`src/rtl/rcservo_bank.sv`:
```
`default_nettype none
// ============================================================================
// rcservo_bank : multi-channel RC-servo pulse generator with frame-aligned
//                position updates and link-loss failsafe.   Rev 1.0
// ============================================================================
module rcservo_bank #(
  parameter int CHANNELS        = 4,
  parameter int AW              = 2,
  parameter int POS_W           = 8,
  parameter int CLK_DIV         = 98,
  parameter int FRAME_W         = 12,
  parameter int MIN_STEPS       = 256,
  parameter int FAILSAFE_FRAMES = 50
) (
  input  logic                clk,
  input  logic                rst_n,
  input  logic                wr_en,
  input  logic [AW-1:0]       wr_addr,
  input  logic [POS_W-1:0]    wr_data,
  input  logic [CHANNELS-1:0] ch_enable,
  output logic [CHANNELS-1:0] out,
  output logic                frame_start,
  output logic                failsafe
);

  localparam int                 PW       = (CLK_DIV > 1) ? $clog2(CLK_DIV) : 1;
  localparam logic [PW-1:0]      PRE_LAST = PW'(CLK_DIV - 1);
  localparam logic [AW:0]        CH_LIMIT = (AW+1)'(CHANNELS);
  localparam logic [FRAME_W-1:0] MIN_OFF  = FRAME_W'(MIN_STEPS);
  localparam logic [POS_W-1:0]   POS_MID  = POS_W'(1) << (POS_W - 1);

  logic [PW-1:0]      presc;
  logic [FRAME_W-1:0] step;
  logic [POS_W-1:0]   staging [CHANNELS];
  logic [POS_W-1:0]   shadow  [CHANNELS];
  logic [FRAME_W-1:0] limit   [CHANNELS];
  logic [CHANNELS-1:0] en_shadow;
  logic               fs_gate;
  logic               tick;
  logic               fb;
  logic               wr_valid;

  assign tick     = (presc == PRE_LAST);
  assign fb       = tick && (&step);
  assign wr_valid = wr_en && ({1'b0, wr_addr} < CH_LIMIT);

  always_ff @(posedge clk) begin
    if (!rst_n) begin
      presc       <= '0;
      step        <= '0;
      frame_start <= 1'b0;
    end else begin
      presc       <= tick ? '0 : presc + 1'b1;
      if (tick) step <= step + 1'b1;
      frame_start <= fb;
    end
  end

  always_comb begin
    for (int i = 0; i < CHANNELS; i++) begin
      limit[i] = MIN_OFF + FRAME_W'(shadow[i]);
    end
  end

  // Non-blocking update: a write in the fb cycle lands in staging after shadow has sampled it.
  always_ff @(posedge clk) begin
    if (!rst_n) begin
      for (int i = 0; i < CHANNELS; i++) begin
        staging[i] <= POS_MID;
        shadow[i]  <= POS_MID;
      end
      en_shadow <= '0;
      out       <= '0;
    end else begin
      for (int i = 0; i < CHANNELS; i++) begin
        if (fb) shadow[i] <= staging[i];
        if (wr_valid && (wr_addr == AW'(i))) staging[i] <= wr_data;
        out[i] <= en_shadow[i] & ~fs_gate & (step < limit[i]);
      end
      if (fb) en_shadow <= ch_enable;
    end
  end

  if (FAILSAFE_FRAMES > 0) begin : g_failsafe
    localparam int            SW      = $clog2(FAILSAFE_FRAMES + 1);
    localparam logic [SW-1:0] SIL_MAX = SW'(FAILSAFE_FRAMES);

    logic [SW-1:0] silence;
    logic [SW-1:0] silence_nxt;

    always_comb begin
      silence_nxt = silence;
      if (wr_valid) begin
        silence_nxt = '0;
      end else if (fb && (silence != SIL_MAX)) begin
        silence_nxt = silence + 1'b1;
      end
    end

    // failsafe tracks the next counter value so a valid write drops it on the following clk.
    always_ff @(posedge clk) begin
      if (!rst_n) begin
        silence  <= '0;
        failsafe <= 1'b0;
        fs_gate  <= 1'b0;
      end else begin
        silence  <= silence_nxt;
        failsafe <= (silence_nxt == SIL_MAX);
        if (fb) fs_gate <= failsafe;
      end
    end
  end else begin : g_no_failsafe
    assign failsafe = 1'b0;
    assign fs_gate  = 1'b0;
  end

endmodule
`default_nettype wire

```
`config.mk`:
```
export PLATFORM = sky130hd
export DESIGN_NAME = rcservo_bank
export DESIGN_NICKNAME = d
export VERILOG_FILES = /design/src/rtl/rcservo_bank.sv
export SDC_FILE = /design/constraint.sdc
export NUM_CORES = 1
export LEC_CHECK = 0
export ABC_CLOCK_PERIOD_IN_PS = 4450
export CORE_MARGIN = 2
export CORE_UTILIZATION = 60
export CTS_BUF_LIST = sky130_fd_sc_hd__clkbuf_16
export DETAILED_ROUTE_END_ITERATION = 10
export PLACE_DENSITY = 0.79
export SLEW_MARGIN = 20
export SYNTH_ARGS = -nofsm -noshare
export SYNTH_HDL_FRONTEND = slang
export SYNTH_SLANG_ARGS = --single-unit
```
`constraint.sdc`:
```
create_clock -name clk -period 4.45 [get_ports clk]
set_clock_uncertainty 0.15 [all_clocks]
set_input_delay 0.445 -clock clk [delete_from_list [all_inputs] [get_ports clk]]
set_output_delay 0.445 -clock clk [all_outputs]
set_load 0.02 [all_outputs]
```
==> results of run 1 <==
[layer usage]
metal | up-vias | global-route usage (%) | wire length, µm
met5 | - | 0 | 0
met4 | 0 | 6.127 | 81
met3 | 8 | 5.858 | 302
met2 | 72 | 33.57 | 3895
met1 | 1372 | 26.85 | 3752
li1 | 1486 | - | -
[sequential cells by signal (all words and copies together) (netlist names)]
name and cells:
fs_gate 1, step 12, staging 32, failsafe 1
en_shadow 4, frame_start 1, out 4, g_failsafe.silence 6
shadow 32, presc 7
[worst min-delay path, stage by stage, from the launching register on]
cell     delay (ns)
dfxtp_1        0.31
nand2_1        0.06
a21oi_1        0.03
[worst paths after layout]
kind,start,slack [ns],cells after the start,to
max,step[1],2.08,6,failsafe
min,en_shadow[1],0.29,2,out[1]
max reg2reg,step[1],2.08,6,failsafe
min reg2reg,en_shadow[1],0.29,2,out[1]
[cells in the final DEF (no fill, tap or decap), types with 6 or more instances in the layout]
cell | synthesis | routed
nor3_1 | 6 | 6
nor2b_1 | 7 | 7
nor2_1 | 17 | 17
nand2b_1 | 13 | 13
dfxtp_1 | 36 | 36
clkbuf_16 | 0 | 9
clkdlybuf4s50_1 | 0 | 22
nand4_1 | 13 | 13
inv_1 | 33 | 33
a21o_1 | 10 | 10
and3_1 | 7 | 7
a21oi_1 | 8 | 8
xnor2_1 | 8 | 8
edfxtp_1 | 64 | 64
nand3_1 | 14 | 14
and2_1 | 68 | 68
xor2_1 | 10 | 10
mux2i_1 | 8 | 8
ha_1 | 33 | 33
nand2_1 | 13 | 13
[metrics by stage]
stage	setup WS, ns	std cells
after floorplan	0.4770	411
after detailed placement	1.879	527
after CTS	2.091	543
after global placement	1.957	527
after global routing	1.936	543
final	2.081	543
[cell usage after synthesis]
| cell type | instances |
|---|---|
| and2_1 | 68 |
| edfxtp_1 | 64 |
| dfxtp_1 | 36 |
| ha_1 | 33 |
| inv_1 | 33 |
| nor2_1 | 17 |
| nand3_1 | 14 |
| nand2_1 | 13 |
| nand2b_1 | 13 |
| nand4_1 | 13 |
| a21o_1 | 10 |
| xor2_1 | 10 |
| a21oi_1 | 8 |
| mux2i_1 | 8 |
| xnor2_1 | 8 |
| and3_1 | 7 |
| clkbuf_1 | 7 |
| nor2b_1 | 7 |
| nor3_1 | 6 |
| o21ai_0 | 5 |
| and4_1 | 3 |
| or3_1 | 3 |
| a211oi_1 | 2 |
| a21boi_0 | 2 |
| a31oi_1 | 2 |
| buf_4 | 2 |
| mux2_2 | 2 |
| nor4_1 | 2 |
| o211ai_1 | 2 |
| o31ai_1 | 2 |
| and3_2 | 1 |
| and3b_1 | 1 |
| buf_2 | 1 |
| nor2_2 | 1 |
| nor3_2 | 1 |
| nor3b_1 | 1 |
| nor4b_1 | 1 |
| nor4b_2 | 1 |
| nor4b_4 | 1 |
[final cells by class]
cell class                 count  area, µm²  area share [%]
sequential                   100       2643           49.39
clock buffer                   9      225.2           4.210
inverter                      33      123.9           2.315
multi-input combinational    268       1923           35.94
tap                          102      127.6           2.385
timing repair buffer          24      235.2           4.397
clock inverter                 7      72.57           1.356
[cells by family (layout without fill, tap and decap cells)]
family,Yosys count,in the layout,share of synthesized area (%)
compound gates,33,33,4.494
xor+xnor,18,18,3.332
fa+ha+maj,33,33,8.726
buf+inv,43,73,3.596
flops,100,100,55.84
mux,10,10,2.168
simple gates,174,174,21.84
[power breakdown]
group	leakage, nW	internal (W)	switching [W]
Clock	0.144	0.000398	0.000358
Combinational	1.20	0.0000318	0.0000432
Sequential	0.898	0.00102	0.0000125
==> summary.txt, run 1 <==
Critical path
  – Buf+Inv Stages, Crit Path: 0
  – Largest stage delay on the critical path: ~0.51 ns
  – Req. time, crit path: approximately 4.6 ns
  – CP max stage cell: dfxtp_1
  – Crit path kind: reg2reg
  – CP Cell Sequence: ha_1, and3_1, nand4_1, nor3_1, mux2_2, nor4b_2
  – Crit start category: register
  – CP Data Arrival Time: about 2.5 ns
  – Endpoint class of the critical path: register
  – Crit Path Max Fanout: 8
  – Largest delay contributor family on the critical path: simple AND/OR/NAND/NOR gates

GRT
  – Largest net degree at the start of global routing: 34
  – Remaining Overflow, GRT: 0
  – Vias in the first global route: a little under 3000
  – Antenna violations before repair: 0
  – First-pass GRT wire length: about 14000 µm
  – All-layer global routing usage: between 20 and 25%

Drt
  – Overall routed net length: 8031 µm
  – WL per Instance: around 15 µm
  – Vias per inst: 5.411
  – Pre-antenna DRT Iters: 5
  – DRC viols: 0
  – Via count: about 2900
  – Post-route ant nets: 0
  – DRT iter0 DRCs: about 120

Clocking
  – Clk slew on worst S/H paths: 0.07 ns
  – Clk Latency, worst-skew pair: around 0.34 ns
  – CTS resizes: 0
  – Post-cts hold buffer count: 0
  – Clock sinks: 100
  – CTS tree: done
  – Post-CTS setup buffers: 0
  – CTS H-tree lvls: 3
  – Clk buf depth: 2
  – CTS Root Cell: clkbuf_16
  – Total CTS buffers: 9

Cells and area
  – P&R area growth vs syn: 13.06%
  – Design Area, Final: around 0.0054 mm²
  – Final net count: 486
  – Diode count: 0
  – Filler cell count: between 500 and 600
  – Share of cells above drive strength 1: 5.896%
  – Finished Core Util: between 60% and 70%

Logic synthesis
  – Syn Area/Cell: around 12 µm²
  – Biggest area consumer among synthesized cells: edfxtp_1
  – Top post-synthesis cells by area: edfxtp_1 41%, dfxtp_1 15%, and2_1 9.0%
  – Seq/Total Area, Yosys: between 50% and 60%
  – Cell Area, Synth: between 0.004 and 0.005 mm²
  – Cells after synthesis: a little over 400
  – Syn_nets: 461
  – YS warnings: 0
  – Synth top area share: a little over 40%
  – Unique masters post-synth: 39
  – #FFs+latches synth: 100

Die
  – Starting density of the core: 61.56%
  – Die Area: 0.008613 mm²
  – I/O Pins: 23
  – Die W: 92.81 µm
  – Row Count: 32
  – DIE HEIGHT: around 93 µm
  – Core area: ~0.0077 mm²

Timing
  – Tcrit/Tclk final: a little over half
  – Fin. Hold Viols: 0
  – Endpoints failing setup: 0
  – Total negative slack: 0 ns
  – Worst-margin pin slew: roughly 1.0 ns
  – Max Transition Viols Final: 0
  – Crit path time final: between 2 and 2.5 ns
  – Max-slew headroom: around 33%
  – RSZ-0062 raised after global routing: false
  – Fin Hold WS: about 0.29 ns
  – Achievable Freq: about 420 MHz

Outcome
  – Status: complete, no violations

Place
  – Gpl congestion: slightly above 0.8
  – Dpl hpwl: between 5000 and 6000 µm
  – Cell Area, Placed: 0.005052 mm²
  – PortBufs: 22

Hold path
  – Hold/Removal Path Class: reg2reg

Pwr
  – Total power: ~0.0019 W
  – Leak: approximately 2.2 nW
  – VDD IR max: between 0.2 and 0.25 mV
  – Pwr/cell area: about 350 mW/mm²

Job
  – Max Cap Violations: 0
Power figures use the tool's default switching activity.
==> run 2, diff against run 1 <==
Settings changed: ABC_CLOCK_PERIOD_IN_PS 4450 to 1900, CORE_UTILIZATION 60 to 54, PLACE_DENSITY 0.79 to 0.76.
Clock period 4.45 ns to 1.9 ns, I/O delays scaled along.
==> run 2 against run 1 <==
The run now ends with negative setup slack left. Clock power is 150% higher. Total power is 140% higher. Global-route usage is 0.21 points lower. Register-to-register slack worse by 2.1 ns. Cell count is 8.7% higher. Critical path type unchanged. Critical endpoint is now shadow[0][0]. Largest power group unchanged. Highest routed layer unchanged.
==> summary.txt, run 2 (same netlist as run 1, synthesis figures left out) <==
Drt
  – M1 WL: 4148 µm (was 3752 µm)
  – Overall routed net length: 9313 µm (was 8031 µm)
  – Via count: 3132 (was 2938)
  – Top Metal Used: met4 (unchanged)
  – DRT iter0 DRCs: 132 (was 119)
  – Met3 Wirelength: 284 µm (was 302 µm)
  – Vias per inst: 5.308 (was 5.411)
  – DRC viols: 0 (unchanged)
  – WL per Instance: 15.78 µm (was 14.79 µm)
  – Met2 WL: 4707 µm (was 3895 µm)
  – Post-route ant nets: 0 (unchanged)
  – Pre-antenna DRT Iters: 4 (was 5)

GRT
  – First-pass GRT wire length: 15250 µm (was 13700 µm)
  – Remaining Overflow, GRT: 0 (unchanged)
  – Antenna violations before repair: 0 (unchanged)
  – Vias in the first global route: 3111 (was 2902)
  – Largest net degree at the start of global routing: 22 (was 34)
  – All-layer global routing usage: 20.38% (was 20.59%)

Critical path
  – CP Data Arrival Time: 1.86 ns (was 2.47 ns)
  – Buf+Inv Stages, Crit Path: 3 (was 0)
  – CP Cell Sequence: ha_4, and3_4, nand4_1, buf_4, o21ai_4, buf_12, buf_16 (was ha_1, and3_1, nand4_1, nor3_1, mux2_2, nor4b_2)
  – Crit start category: register (unchanged)
  – CP max stage cell: dfxtp_2 (was dfxtp_1)
  – Crit path kind: reg2reg (unchanged)
  – Largest stage delay on the critical path: 0.36 ns (was 0.51 ns)
  – Crit Path Max Fanout: 16 (was 8)
  – Req. time, crit path: 1.81 ns (was 4.55 ns)
  – Endpoint class of the critical path: register (unchanged)
  – Largest delay contributor family on the critical path: buffers and inverters (was simple AND/OR/NAND/NOR gates)

Cells and area
  – Filler cell count: 606 (was 548)
  – Diode count: 0 (unchanged)
  – P&R area growth vs syn: 23.77% (was 13.06%)
  – Share of cells above drive strength 1: 17.01% (was 5.896%)
  – Final net count: 527 (was 486)
  – Most frequent cells in the layout: 67 x and2_1, 64 x edfxtp_1, 34 x buf_4 (was 68 x and2_1, 64 x edfxtp_1, 36 x dfxtp_1)
  – Finished Core Util: 68.16% (was 69.60%)
  – Post-Layout Cell Count: 590 (was 543)
  – Most common cell after layout, fill and taps aside: and2_1 (unchanged)
  – Biggest regs: shadow x32, staging x32, step x12 (unchanged)

Timing
  – Total negative slack: -1.051 ns (was 0 ns)
  – Achievable Freq: 513.3 MHz (was 422.1 MHz)
  – Worst-margin pin slew: 0.3680 ns (was 0.9997 ns)
  – Endpoints failing setup: 33 (was 0)
  – Max Transition Viols Final: 0 (unchanged)
  – Final Worst Setup Slack: -0.04828 ns (was 2.081 ns)
  – Crit path time final: 1.948 ns (was 2.369 ns)
  – Tcrit/Tclk final: 102.5% (was 53.24%)
  – RSZ-0062 raised after global routing: true (was false)
  – Max-slew headroom: 75.39% (was 32.65%)
  – Fin. Hold Viols: 0 (unchanged)

Place
  – PortBufs: 22 (unchanged)
  – Gpl congestion: 0.8439 (was 0.8178)
  – Inst Count DP: 566 (was 527)
  – Dpl hpwl: 6551 µm (was 5938 µm)
  – DP Worst Slack: -0.09922 ns (was 1.879 ns)

Outcome
  – Violated checks: negative setup slack
  – Status: finished, violations left (was complete, no violations)

Die
  – Die W: 97.61 µm (was 92.81 µm)
  – Core area: 0.008593 mm² (was 0.007687 mm²)
  – Starting density of the core: 55.07% (was 61.56%)
  – DIE HEIGHT: 97.61 µm (was 92.81 µm)
  – I/O Pins: 23 (unchanged)
  – Row Count: 34 (was 32)
  – Die Area: 0.009528 mm² (was 0.008613 mm²)

Pwr
  – VDD IR max: 0.4448 mV (was 0.2288 mV)
  – Pwr/cell area: 769.4 mW/mm² (was 348.5 mW/mm²)
  – Leak: 2.515 nW (was 2.239 nW)

Clocking
  – Clk slew on worst S/H paths: 0.07 ns (about the same)
  – Total CTS buffers: 9 (unchanged)
  – Clk buf depth: 2 (unchanged)
  – CTS tree: done (unchanged)
  – Clk Latency, worst-skew pair: 0.35 ns (was 0.34 ns)
  – Post-cts hold buffer count: 0 (unchanged)
  – CTS H-tree lvls: 3 (unchanged)
  – Clock sinks: 100 (unchanged)
  – CTS Root Cell: clkbuf_16 (unchanged)

Hold path
  – Hold/Removal Path Class: reg2reg (unchanged)

Job
  – Max Cap Violations: 0 (unchanged)
-- run 2: changes by cell type in the layout (fill, tap and decap cells not counted), moves of 3 or more --
cell,delta
buf_4,+32
and3_4,+5
and3_1,-4
dfxtp_1,-4
dfxtp_2,+4
buf_12,+3
-- run 2: what timing repair did --
| item | CTS | global route |
|---|---|---|
| buffers inserted | 1 | 3 |
| resized for setup | 10 | 11 |
| setup endpoints to repair | 74 | 78 |
| pin swaps | 2 | 6 |
| cloned | 3 | 1 |
| hold endpoints to repair | 0 | 0 |
-- run 2: final timing paths --
check          startpoint            to  slack [ns]  cells after the start
max               step[1]  shadow[0][0]       -0.05                      7
min          en_shadow[1]        out[1]        0.29                      2
max reg2reg       step[1]  shadow[0][0]       -0.05                      7
min reg2reg  en_shadow[1]        out[1]        0.29                      2
-- run 2: cell type report --
class	instances	area, µm²	share of cell area (%)
clock inverter	7	86.33	1.474
clock buffer	9	225.2	3.845
multi-input combinational	270	2028	34.63
timing repair buffer	63	610.6	10.43
inverter	33	123.9	2.115
sequential	100	2648	45.20
tap	108	135.1	2.307
-- run 2: worst reg2reg max path: cells and delay by family (launching register included) --
kind | cells | cell delay, ns
AOI/OAI and AO/OA | 1 | 0.16
adders and majority gates | 1 | 0.13
DFF | 1 | 0.36
buffers and inverters | 3 | 0.51
and+or+nand+nor | 2 | 0.36
-- run 2: power by group --
group | internal [W] | total (W) | switching (W)
clock network | 0.000950 | 0.00186 | 0.000909
logic | 0.000109 | 0.000224 | 0.000116
registers | 0.00239 | 0.00242 | 0.0000307
-- run 2: stage by stage --
step                cell area, µm²  power [W]  hold slack, ns
global route                  5857   0.004662          0.3133
detailed placement            5350   0.002678          0.2817
CTS                           5753   0.004523          0.2954
global placement              5350   0.002664          0.2808
floorplan                     4765   0.002561          0.2094
finish                        5857   0.004506          0.2894
-- run 2: metal layers --
layer | global-route usage [%] | vias to the layer above
met5 | 0 | -
met4 | 7.265 | 0
met3 | 4.029 | 15
met2 | 35.60 | 50
met1 | 25.14 | 1498
li1 | - | 1569
==> run 3, diff against run 2 <==
--- a/constraint.sdc
+++ b/constraint.sdc
@@ -3,3 +3,3 @@
 set_input_delay 0.19 -clock clk [delete_from_list [all_inputs] [get_ports clk]]
 set_output_delay 0.19 -clock clk [all_outputs]
-set_load 0.02 [all_outputs]
+set_load 0.01 [all_outputs]
==> results of run 3 <==
No change in the layout: final DEF, timing and power equal those of run 2.
